### config.mk
export PLATFORM = sky130hd
export DESIGN_NAME = stepdown_corestate_seq_flat
export DESIGN_NICKNAME = d
export VERILOG_FILES = /design/src/rtl/stepdown_pkg.sv /design/src/rtl/stepdown_corestate_seq_if.sv /design/src/rtl/stepdown_sync2.sv /design/src/rtl/stepdown_corestate_seq.sv /design/src/flat_wrapper.sv
export SDC_FILE = /design/constraint.sdc
export NUM_CORES = 1
export LEC_CHECK = 0
export ABC_AREA = 1
export BUFFER_PORTS_ARGS = -buffer_cell sky130_fd_sc_hd__buf_2
export CORE_MARGIN = 2
export CORE_UTILIZATION = 47
export DETAILED_ROUTE_END_ITERATION = 7
export GPL_ROUTABILITY_DRIVEN = 0
export PLACE_DENSITY = 0.67
export SLEW_MARGIN = 20
export SYNTH_ARGS = -nofsm -noshare
export SYNTH_HDL_FRONTEND = slang
export SYNTH_SLANG_ARGS = --single-unit
export TNS_END_PERCENT = 100
### constraint.sdc
create_clock -name CELCLK -period 3.4 [get_ports CELCLK]
set_clock_uncertainty 0.1 [all_clocks]
set_input_delay 0.34 -clock CELCLK [delete_from_list [all_inputs] [get_ports CELCLK]]
set_output_delay 0.34 -clock CELCLK [all_outputs]
set_load 0.1 [all_outputs]
### src/rtl/stepdown_pkg.sv
// rtl/stepdown_pkg.sv - shared state encoding and default constants for the stepdown core-state sequencer
// Contents: state_e (OFF=0, SOFTSTART=1, RUN=2, FAULT=3), default PERIOD_W/PERIOD/DMAX/RETRY_CYC,
//           drives_hs() helper telling which states may command the high side.
package stepdown_pkg;

  typedef enum logic [1:0] {
    ST_OFF       = 2'd0,
    ST_SOFTSTART = 2'd1,
    ST_RUN       = 2'd2,
    ST_FAULT     = 2'd3
  } state_e;

  localparam int PERIOD_W  = 8;
  localparam int PERIOD    = 200;
  localparam int DMAX      = 180;
  localparam int RETRY_CYC = 1024;

  // Only the switching states are allowed to turn the high side on.
  function automatic logic drives_hs(state_e s);
    return (s == ST_SOFTSTART) || (s == ST_RUN);
  endfunction

endpackage

### src/rtl/stepdown_corestate_seq_if.sv
// rtl/stepdown_corestate_seq_if.sv - control/status bundle between the converter controller and the sequencer
// Signals: en, ocp, duty_tgt (controller -> sequencer); hs_on, pgood, fault, state (sequencer -> controller).
// Modports: master = controller / bench side, slave = sequencer side.
interface stepdown_corestate_seq_if
  import stepdown_pkg::*;
#(
  parameter int PERIOD_W = stepdown_pkg::PERIOD_W
) ();

  logic                en;
  logic                ocp;
  logic [PERIOD_W-1:0] duty_tgt;
  logic                hs_on;
  logic                pgood;
  logic                fault;
  state_e              state;

  modport master (
    output en, ocp, duty_tgt,
    input  hs_on, pgood, fault, state
  );

  modport slave (
    input  en, ocp, duty_tgt,
    output hs_on, pgood, fault, state
  );

endinterface

### src/rtl/stepdown_sync2.sv
// rtl/stepdown_sync2.sv - two-flop synchroniser with asynchronous active-low reset
// Ports: clk_i clock, rst_ni async active-low reset, d_i asynchronous input, q_o synchronised output.
module stepdown_sync2 (
  input  logic clk_i,
  input  logic rst_ni,
  input  logic d_i,
  output logic q_o
);

  logic meta_q;
  logic sync_q;

  always_ff @(posedge clk_i or negedge rst_ni) begin
    if (!rst_ni) begin
      meta_q <= 1'b0;
      sync_q <= 1'b0;
    end else begin
      meta_q <= d_i;
      sync_q <= meta_q;
    end
  end

  assign q_o = sync_q;

endmodule

### src/rtl/stepdown_corestate_seq.sv
// rtl/stepdown_corestate_seq.sv - core-state sequencer: fixed-period PWM, soft-start ramp, OCP fault, power-good
// Ports: CELCLK clock, CELRSTN async active-low reset, CELV/CELG/SUB power and substrate pins (no logic),
//        bus (slave): en, ocp (async), duty_tgt in; hs_on, pgood, fault, state out (all registered).
// Optional: define STEPDOWN_OCP_RETRY_EN to leave FAULT automatically after RETRY_CYC cycles once ocp clears;
//           otherwise FAULT is latched until en drops.
module stepdown_corestate_seq
  import stepdown_pkg::*;
#(
  parameter int PERIOD_W  = stepdown_pkg::PERIOD_W,
  parameter int PERIOD    = stepdown_pkg::PERIOD,
  parameter int DMAX      = stepdown_pkg::DMAX,
  parameter int RETRY_CYC = stepdown_pkg::RETRY_CYC
) (
  input  logic                   CELCLK,
  input  logic                   CELRSTN,
  input  logic                   CELV,
  input  logic                   CELG,
  input  logic                   SUB,
  stepdown_corestate_seq_if.slave bus
);

  localparam logic [PERIOD_W-1:0] CNT_LAST = PERIOD_W'(PERIOD - 1);
  localparam logic [PERIOD_W-1:0] DUTY_MAX = PERIOD_W'(DMAX);

  // Power pins only exist so the brick netlist connects; they carry no logic.
  logic unused_pins;
  assign unused_pins = CELV ^ CELG ^ SUB;

  state_e              state_q, state_d;
  logic [PERIOD_W-1:0] cnt_q, cnt_d;
  logic [PERIOD_W-1:0] duty_q, duty_d;
  logic                hs_on_q, pgood_q, fault_q;
  logic                ocp_s;
  logic [PERIOD_W-1:0] tgt_c;
  logic                wrap;

`ifdef STEPDOWN_OCP_RETRY_EN
  localparam int             RT_W       = (RETRY_CYC > 2) ? $clog2(RETRY_CYC) : 1;
  localparam logic [RT_W-1:0] RETRY_LAST = RT_W'(RETRY_CYC - 1);
  logic [RT_W-1:0] retry_q, retry_d;
`else
  localparam int unused_retry_cyc = RETRY_CYC;
`endif

  stepdown_sync2 u_ocp_sync (
    .clk_i  (CELCLK),
    .rst_ni (CELRSTN),
    .d_i    (bus.ocp),
    .q_o    (ocp_s)
  );

  assign tgt_c = (bus.duty_tgt > DUTY_MAX) ? DUTY_MAX : bus.duty_tgt;
  assign wrap  = (cnt_q == CNT_LAST);

  always_comb begin
    state_d = state_q;
    duty_d  = duty_q;
    cnt_d   = wrap ? '0 : cnt_q + PERIOD_W'(1);
`ifdef STEPDOWN_OCP_RETRY_EN
    retry_d = retry_q;
`endif
    if (!bus.en) begin
      // Disable wins over everything, including a coincident over-current.
      state_d = ST_OFF;
      duty_d  = '0;
    end else if (ocp_s && drives_hs(state_q)) begin
      state_d = ST_FAULT;
      duty_d  = '0;
`ifdef STEPDOWN_OCP_RETRY_EN
      retry_d = RETRY_LAST;
`endif
    end else begin
      unique case (state_q)
        ST_OFF: begin
          state_d = ST_SOFTSTART;
          duty_d  = '0;
        end
        ST_SOFTSTART: begin
          // Ramp one cycle per period; a target lowered below the ramp snaps straight to RUN.
          if (wrap) begin
            if (duty_q < tgt_c) begin
              duty_d = duty_q + PERIOD_W'(1);
            end else begin
              duty_d  = tgt_c;
              state_d = ST_RUN;
            end
          end
        end
        ST_RUN: begin
          // Duty is only reloaded at a period boundary so a pulse is never truncated or stretched.
          if (wrap) begin
            duty_d = tgt_c;
          end
        end
        ST_FAULT: begin
`ifdef STEPDOWN_OCP_RETRY_EN
          if (retry_q == '0) begin
            if (ocp_s) begin
              retry_d = RETRY_LAST;
            end else begin
              state_d = ST_SOFTSTART;
              duty_d  = '0;
            end
          end else begin
            retry_d = retry_q - RT_W'(1);
          end
`endif
        end
        default: begin
          state_d = ST_OFF;
        end
      endcase
    end
    if ((state_d == ST_OFF) || (state_d == ST_FAULT) ||
        ((state_d == ST_SOFTSTART) && (state_q != ST_SOFTSTART))) begin
      cnt_d = '0;
    end
  end

  always_ff @(posedge CELCLK or negedge CELRSTN) begin
    if (!CELRSTN) begin
      state_q <= ST_OFF;
      cnt_q   <= '0;
      duty_q  <= '0;
      hs_on_q <= 1'b0;
      pgood_q <= 1'b0;
      fault_q <= 1'b0;
    end else begin
      state_q <= state_d;
      cnt_q   <= cnt_d;
      duty_q  <= duty_d;
      hs_on_q <= drives_hs(state_d) && (cnt_d < duty_d);
      pgood_q <= (state_d == ST_RUN);
      fault_q <= (state_d == ST_FAULT);
    end
  end

`ifdef STEPDOWN_OCP_RETRY_EN
  always_ff @(posedge CELCLK or negedge CELRSTN) begin
    if (!CELRSTN) begin
      retry_q <= '0;
    end else begin
      retry_q <= retry_d;
    end
  end
`endif

  assign bus.hs_on = hs_on_q;
  assign bus.pgood = pgood_q;
  assign bus.fault = fault_q;
  assign bus.state = state_q;

endmodule

### src/flat_wrapper.sv
// flat-port wrapper written by rule: the top's interface ports become plain ports
module stepdown_corestate_seq_flat import stepdown_pkg::*;
#(
  parameter int PERIOD_W  = stepdown_pkg::PERIOD_W,
  parameter int PERIOD    = stepdown_pkg::PERIOD,
  parameter int DMAX      = stepdown_pkg::DMAX,
  parameter int RETRY_CYC = stepdown_pkg::RETRY_CYC
)
  (CELCLK, CELRSTN, CELV, CELG, SUB, bus_en, bus_ocp, bus_duty_tgt, bus_hs_on, bus_pgood, bus_fault, bus_state);
  stepdown_corestate_seq_if #(.PERIOD_W(PERIOD_W)) bus_i ();
  input  logic CELCLK;
  input  logic CELRSTN;
  input  logic CELV;
  input  logic CELG;
  input  logic SUB;
  input wire logic [$bits(bus_i.en)-1:0] bus_en;
  input wire logic [$bits(bus_i.ocp)-1:0] bus_ocp;
  input wire logic [$bits(bus_i.duty_tgt)-1:0] bus_duty_tgt;
  output wire logic [$bits(bus_i.hs_on)-1:0] bus_hs_on;
  output wire logic [$bits(bus_i.pgood)-1:0] bus_pgood;
  output wire logic [$bits(bus_i.fault)-1:0] bus_fault;
  output wire logic [$bits(bus_i.state)-1:0] bus_state;
  assign bus_i.en = bus_en;
  assign bus_i.ocp = bus_ocp;
  assign bus_i.duty_tgt = bus_duty_tgt;
  assign bus_hs_on = bus_i.hs_on;
  assign bus_pgood = bus_i.pgood;
  assign bus_fault = bus_i.fault;
  assign bus_state = bus_i.state;
  stepdown_corestate_seq #(.PERIOD_W(PERIOD_W), .PERIOD(PERIOD), .DMAX(DMAX), .RETRY_CYC(RETRY_CYC)) u_core (.CELCLK(CELCLK), .CELRSTN(CELRSTN), .CELV(CELV), .CELG(CELG), .SUB(SUB), .bus(bus_i));
endmodule
-- Word level (Yosys, flattened, before mapping)
Index checks and enable logic that the tools add are counted.
- equality and inequality tests: 7
- multiplexer cells: 14
- add/sub/neg operators: 2
- order comparisons: 3
- reduce and logical (&&, ||, !) cells: 9
- operator list (operator ; count):
    $mux W8 ; 8
    $pmux W8 S3 ; 1
    $add A8 B1 Y8 const B ; 2
    $lt A8 B8 Y1 ; 2
    $eq A8 B8 Y1 const B ; 1
    $gt A8 B8 Y1 const B ; 1
    $mux W2 ; 4
    $eq A2 B2 Y1 const B ; 3
    $eq A2 B1 Y1 const B ; 2
    $logic_not A2 Y1 ; 2
    $logic_or A1 B1 Y1 ; 4
    $pmux W2 S2 ; 1
    $logic_and A1 B1 Y1 ; 3
    $ne A2 B1 Y1 const B ; 1
- register bits: 23
- output and inout bits: 5
- word-level logic and storage cells: 43

-- Logic depth before layout (Yosys ltp)
- word-level depth: 14
- mapped depth: 35
- depth with buffers taken out: 35

-- Modules after synthesis
From an unflattened synthesis, not the netlist that was laid out.
- cell total of the unflattened synthesis: 270
- area, all modules: 1911.8 µm²
- modules (own cells, without submodules) (module ; seq. area each (µm²) ; instances ; area an instance (µm²) ; cells each):
    stepdown_corestate_seq ; 525.5 ; 1 ; 1861.8 ; 268
    stepdown_sync2 ; 50.0 ; 1 ; 50.0 ; 2

-- Least setup slack after synthesis
OpenSTA, ideal clock, no wires.
- kind: in2reg
- start: input bus_duty_tgt[6]
- end: register u_core.hs_on_q (netlist: u_core.bus.hs_on)
- data arrival time: 3.989 ns
- setup slack: -0.762 ns
- data required time: 3.227 ns
- buffers on the path: 0
- stages: 31
- cells stage by stage: inv_1 > nand2_1 > nor2_1 > nand3_1 > nand2_2 > inv_1 > nor2_1 > ha_1 > a21oi_1 > nor2_1 > a211oi_1 > nand2_4 > inv_6 > nor2_2 > nor3_2 > o21a_1 > nor2_1 > nor2_2 > inv_1 > ha_1 > a21oi_1 > inv_1 > nor2_1 > inv_1 > a211oi_1 > ha_1 > nand2_1 > inv_1 > nand3_1 > nand4_1 > a21oi_2
- cells in the longest elaborated chain, start to end: 14
- elaborated cells on any way between the ends: 25
- those cells by class: order compare (3); eq/ne (3); mux (13); reduce/logical (6)
- ends and longest elaborated chain (item ; RTL line ; RTL):
    start, declared ; flat_wrapper.sv:18 ; input wire logic [$bits(bus_i.duty_tgt)-1:0] bus_duty_tgt;
    $gt A8 B8 Y1 ; stepdown_corestate_seq.sv:52 ; assign tgt_c = (bus.duty_tgt > DUTY_MAX) ? DUTY_MAX : bus.duty_tgt;
    $mux W8 * ; stepdown_corestate_seq.sv:52 ;
    $lt A8 B8 Y1 * ; stepdown_corestate_seq.sv:81 ; if (duty_q < tgt_c) begin
    $mux W2 * ; stepdown_corestate_seq.sv:81 ;
    $mux W2 * ; stepdown_corestate_seq.sv:80 ; if (wrap) begin
    $pmux W2 S2 * ; stepdown_corestate_seq.sv:73 ; unique case (state_q)
    $mux W2 * ; stepdown_corestate_seq.sv:66 ; end else if (ocp_s && drives_hs(state_q)) begin
    $mux W2 * ; stepdown_corestate_seq.sv:62 ; if (!bus.en) begin
    net u_core.state_d[0] ; stepdown_corestate_seq.sv:29 ; state_e state_q, state_d;
    $eq A2 B2 Y1 (tied with other cells) ; stepdown_corestate_seq.sv:114 ; if ((state_d == ST_OFF) || (state_d == ST_FAULT) ||
    $logic_or A1 B1 Y1 / $logic_and A1 B1 Y1 (equally long branches) ; stepdown_corestate_seq.sv:114, stepdown_corestate_seq.sv:115 ;
    $logic_or A1 B1 Y1 * ; stepdown_corestate_seq.sv:114 ;
    $mux W8 * ; stepdown_corestate_seq.sv:114 ;
    net u_core.cnt_d[7] ; stepdown_corestate_seq.sv:30 ; logic [PERIOD_W-1:0] cnt_q, cnt_d;
    $lt A8 B8 Y1 * ; stepdown_corestate_seq.sv:132 ; hs_on_q <= drives_hs(state_d) && (cnt_d < duty_d);
    $logic_and A1 B1 Y1 * ; stepdown_corestate_seq.sv:132 ;
    end signal, assigned ; stepdown_corestate_seq.sv:132 ;
    end, declared ; stepdown_corestate_seq.sv:32 ; logic hs_on_q, pgood_q, fault_q;
Mark *: on every way through the listed nets, which the timed path passes. The rest lies on a longest branch.

-- Worst setup path after layout
- start: input bus_duty_tgt[3]
- end: register u_core.hs_on_q (netlist: u_core.bus.hs_on)
Same word-level chain as after synthesis.

==> flow_metrics.env <==
export IMPL_clk_path_buf_depth=2
export IMPL_clock_sinks=23
export IMPL_slew_limit_headroom=0.651
export IMPL_cts_made_buffers=3
export IMPL_core_area_um2=4000
export IMPL_multi_input_area_um2=1280
export IMPL_hold_class="in2reg"
export IMPL_critPathMostFrequentCell="inv_2"
export IMPL_fmax_ghz=0.270
export IMPL_first_global_vias=1756
export IMPL_met2WireLength_um=2390
export IMPL_pwr_density_cell_nw_per_um2=458
export IMPL_p_leak_uw=0.00143
export IMPL_setup_tns_ns=-0.309
export IMPL_status="finished with violations"
export IMPL_clock_root_buffer="clkbuf_8"
export IMPL_yosysMostFrequentCell="nand2_1"
export IMPL_num_fill_cells=354
export IMPL_drive_gt1_frac=0.318
export IMPL_met1_length_um=2000
export IMPL_seqCellArea_um2=576
export IMPL_grt_max_degree=24
export IMPL_grt_first_pass_wirelength_um=7420
export IMPL_route_met3_wl_um=102
export IMPL_cts_tree="done"
export IMPL_diodes=0
export IMPL_yosys_top_cells_count="nand2_1, inv_1, nor2_1"
export IMPL_yosys_area_top_type="dfrtp_1"
export IMPL_start_kind="primary input"
export IMPL_initial_core_util=0.490
export IMPL_num_vias=1858
export IMPL_dr_pass1_iters=4
export IMPL_slowest_delay_ns=0.27
export IMPL_worstMarginPinSlew_ns=0.523
export IMPL_die_area_um2=4700
export IMPL_ir_drop_uv=421
export IMPL_ys_async_sr_fraction=1.00
export IMPL_yosys_top_cells_area="dfrtp_1, ha_1, nand2_1"
export IMPL_grt_use_total=0.210
export IMPL_seq_area_frac_synth=0.294
export IMPL_violations="setup timing"
export IMPL_hold_ws_ns=0.0796
export IMPL_synth_cells=275
export IMPL_syn_cell_area_um2=1960
export IMPL_clk_latency_ns=0.26
export IMPL_die_h_um=68.6
export IMPL_synth_edf_count=0
export IMPL_via_per_inst=4.81
export IMPL_syn_num_nets=313
export IMPL_synth_top_area_share=0.294
export IMPL_drt_total_wl_um=4510
export IMPL_dp_hpwl_um=3520
export IMPL_synth_top_flop_cell="dfrtp_1"
export IMPL_final_nets=375
export IMPL_cts_htree_levels=1
export IMPL_yosysWarnings=0
export IMPL_slowest_stage="ha_1"
export IMPL_top_layer="met4"
export IMPL_path_clk_slew_ns=0.08
export IMPL_crit_required_ns=3.49
export IMPL_synth_cell_type_count=35
export IMPL_drtAntennaViolNets=0
export IMPL_avgRoutedWirePerCell_um=11.7
export IMPL_crit_fanout=4
export IMPL_syn_to_final_growth_pct=32.9
export IMPL_antenna_found_initial=0
export IMPL_drv_cap=0
export IMPL_avgSynthCellArea_um2=7.13
export IMPL_drt_iter0_markers=45
export IMPL_layout_setup_ws_ns=-0.309
export IMPL_ys_ff_latch=23
export IMPL_finalCritPeriodShare=1.09
export IMPL_slew_viol_final=0
export IMPL_path_class="in2reg"
export IMPL_fin_crit_ns=3.71
export IMPL_rsz0062_at_grt="yes"
export IMPL_setup_viol=1
export IMPL_io_buffers=16
export IMPL_crit_arrival_ns=3.80
export IMPL_drc=0
export IMPL_overflow=0
export IMPL_endpoint_kind="register"
export IMPL_io_pins=20
export IMPL_hold_viol=0
export IMPL_die_x_um=68.6
export IMPL_num_rows=23
[layout make-up]
| class | instances | share of cell area |
|---|---|---|
| Multi-Input combinational cell | 198 | 0.491 |
| Sequential cell | 23 | 0.221 |
| Timing Repair Buffer | 62 | 0.173 |
| Inverter | 49 | 0.0735 |
| Tap cell | 50 | 0.0240 |
| Clock buffer | 3 | 0.0159 |
| Clock inverter | 1 | 0.00192 |
[power breakdown]
group	switching, uW	internal (uW)
Sequential	25.6	309
Combinational	434	259
Clock	83.5	81.6
[path summary, 6_finish.rpt]
path	start	end	slack, ns	cells past startpoint
worst max-delay path	bus_duty_tgt[3]	u_core.bus.hs_on	-0.31	33
worst min-delay path	bus_ocp	u_core.u_ocp_sync.meta_q	0.08	1
worst max register to register	u_core.duty_q[7]	u_core.bus.hs_on	-0.05	24
worst min register to register	u_core.u_ocp_sync.meta_q	u_core.u_ocp_sync.q_o	0.25	0
max in group asynchronous	CELRSTN	u_core.duty_q[4]	2.34	2
min in group asynchronous	CELRSTN	u_core.u_ocp_sync.meta_q	0.51	2
[flip-flops by register name, summed over array words and instances (netlist names)]
name,flops
u_core.bus.hs_on,1
u_core.cnt_q,8
u_core.u_ocp_sync.meta_q,1
u_core.bus.state,2
u_core.bus.fault,1
u_core.duty_q,8
u_core.bus.pgood,1
u_core.u_ocp_sync.q_o,1
[per-layer routing]
layer	track usage	vias up
li1	-	1002
met1	0.255	830
met2	0.399	24
met3	0.0195	2
met4	0.0450	0
met5	0	-
[critical path, delay by kind of cell]
| family | cells | cell delay [ns] |
|---|---|---|
| and+or+nand+nor | 15 | 1.22 |
| AOI/OAI and AO/OA | 6 | 0.82 |
| adders and majority gates | 3 | 0.73 |
| buffers and inverters | 9 | 0.67 |
[cells by family (layout without fill, tap and decap cells)]
family	Yosys count	count (layout)	share of synthesized area
AND/OR/NAND/NOR	128	128	0.286
buffers and inverters	54	115	0.115
AO/OA/AOI/OAI	40	40	0.127
adder cells (fa/ha/maj)	23	23	0.147
flip-flops	23	23	0.294
XOR/XNOR	7	7	0.0313
[cell usage in the layout, fill, tap and decap left out, drive strengths merged, types with 3 or more instances in the layout]
cell type | synthesis | final
a21oi | 18 | 18
buf | 2 | 61
clkbuf | 2 | 3
dfrtp | 23 | 23
ha | 23 | 23
inv | 49 | 48
nand2 | 56 | 56
nand3 | 24 | 24
nor2 | 39 | 39
nor3 | 5 | 5
o211ai | 5 | 5
o21ai | 10 | 10
xor2 | 6 | 6
[what timing repair did]
action | CTS | global route
resized for setup | 6 | 27
pin swaps | 12 | 10
endpoints found under the hold margin | 23 | 0
endpoints found under the setup margin | 1 | 7
setup buffers | 3 | 1
hold buffers | 1 | 0
[metrics by stage]
step / cell area, um2 / setup WS [ns] / power, uW / utilization / instances
CTS: 2530 / -0.378 / 1160 / 0.633 / 387
global route: 2600 / -0.576 / 1280 / 0.651 / 386
finish: 2600 / -0.309 / 1190 / 0.651 / 386
floorplan: 2010 / -0.370 / 759 / - / 275
global placement: 2440 / -0.518 / 960 / 0.610 / 379
detailed placement: 2440 / -0.677 / 971 / 0.610 / 379
Power figures use the tool's default switching activity.
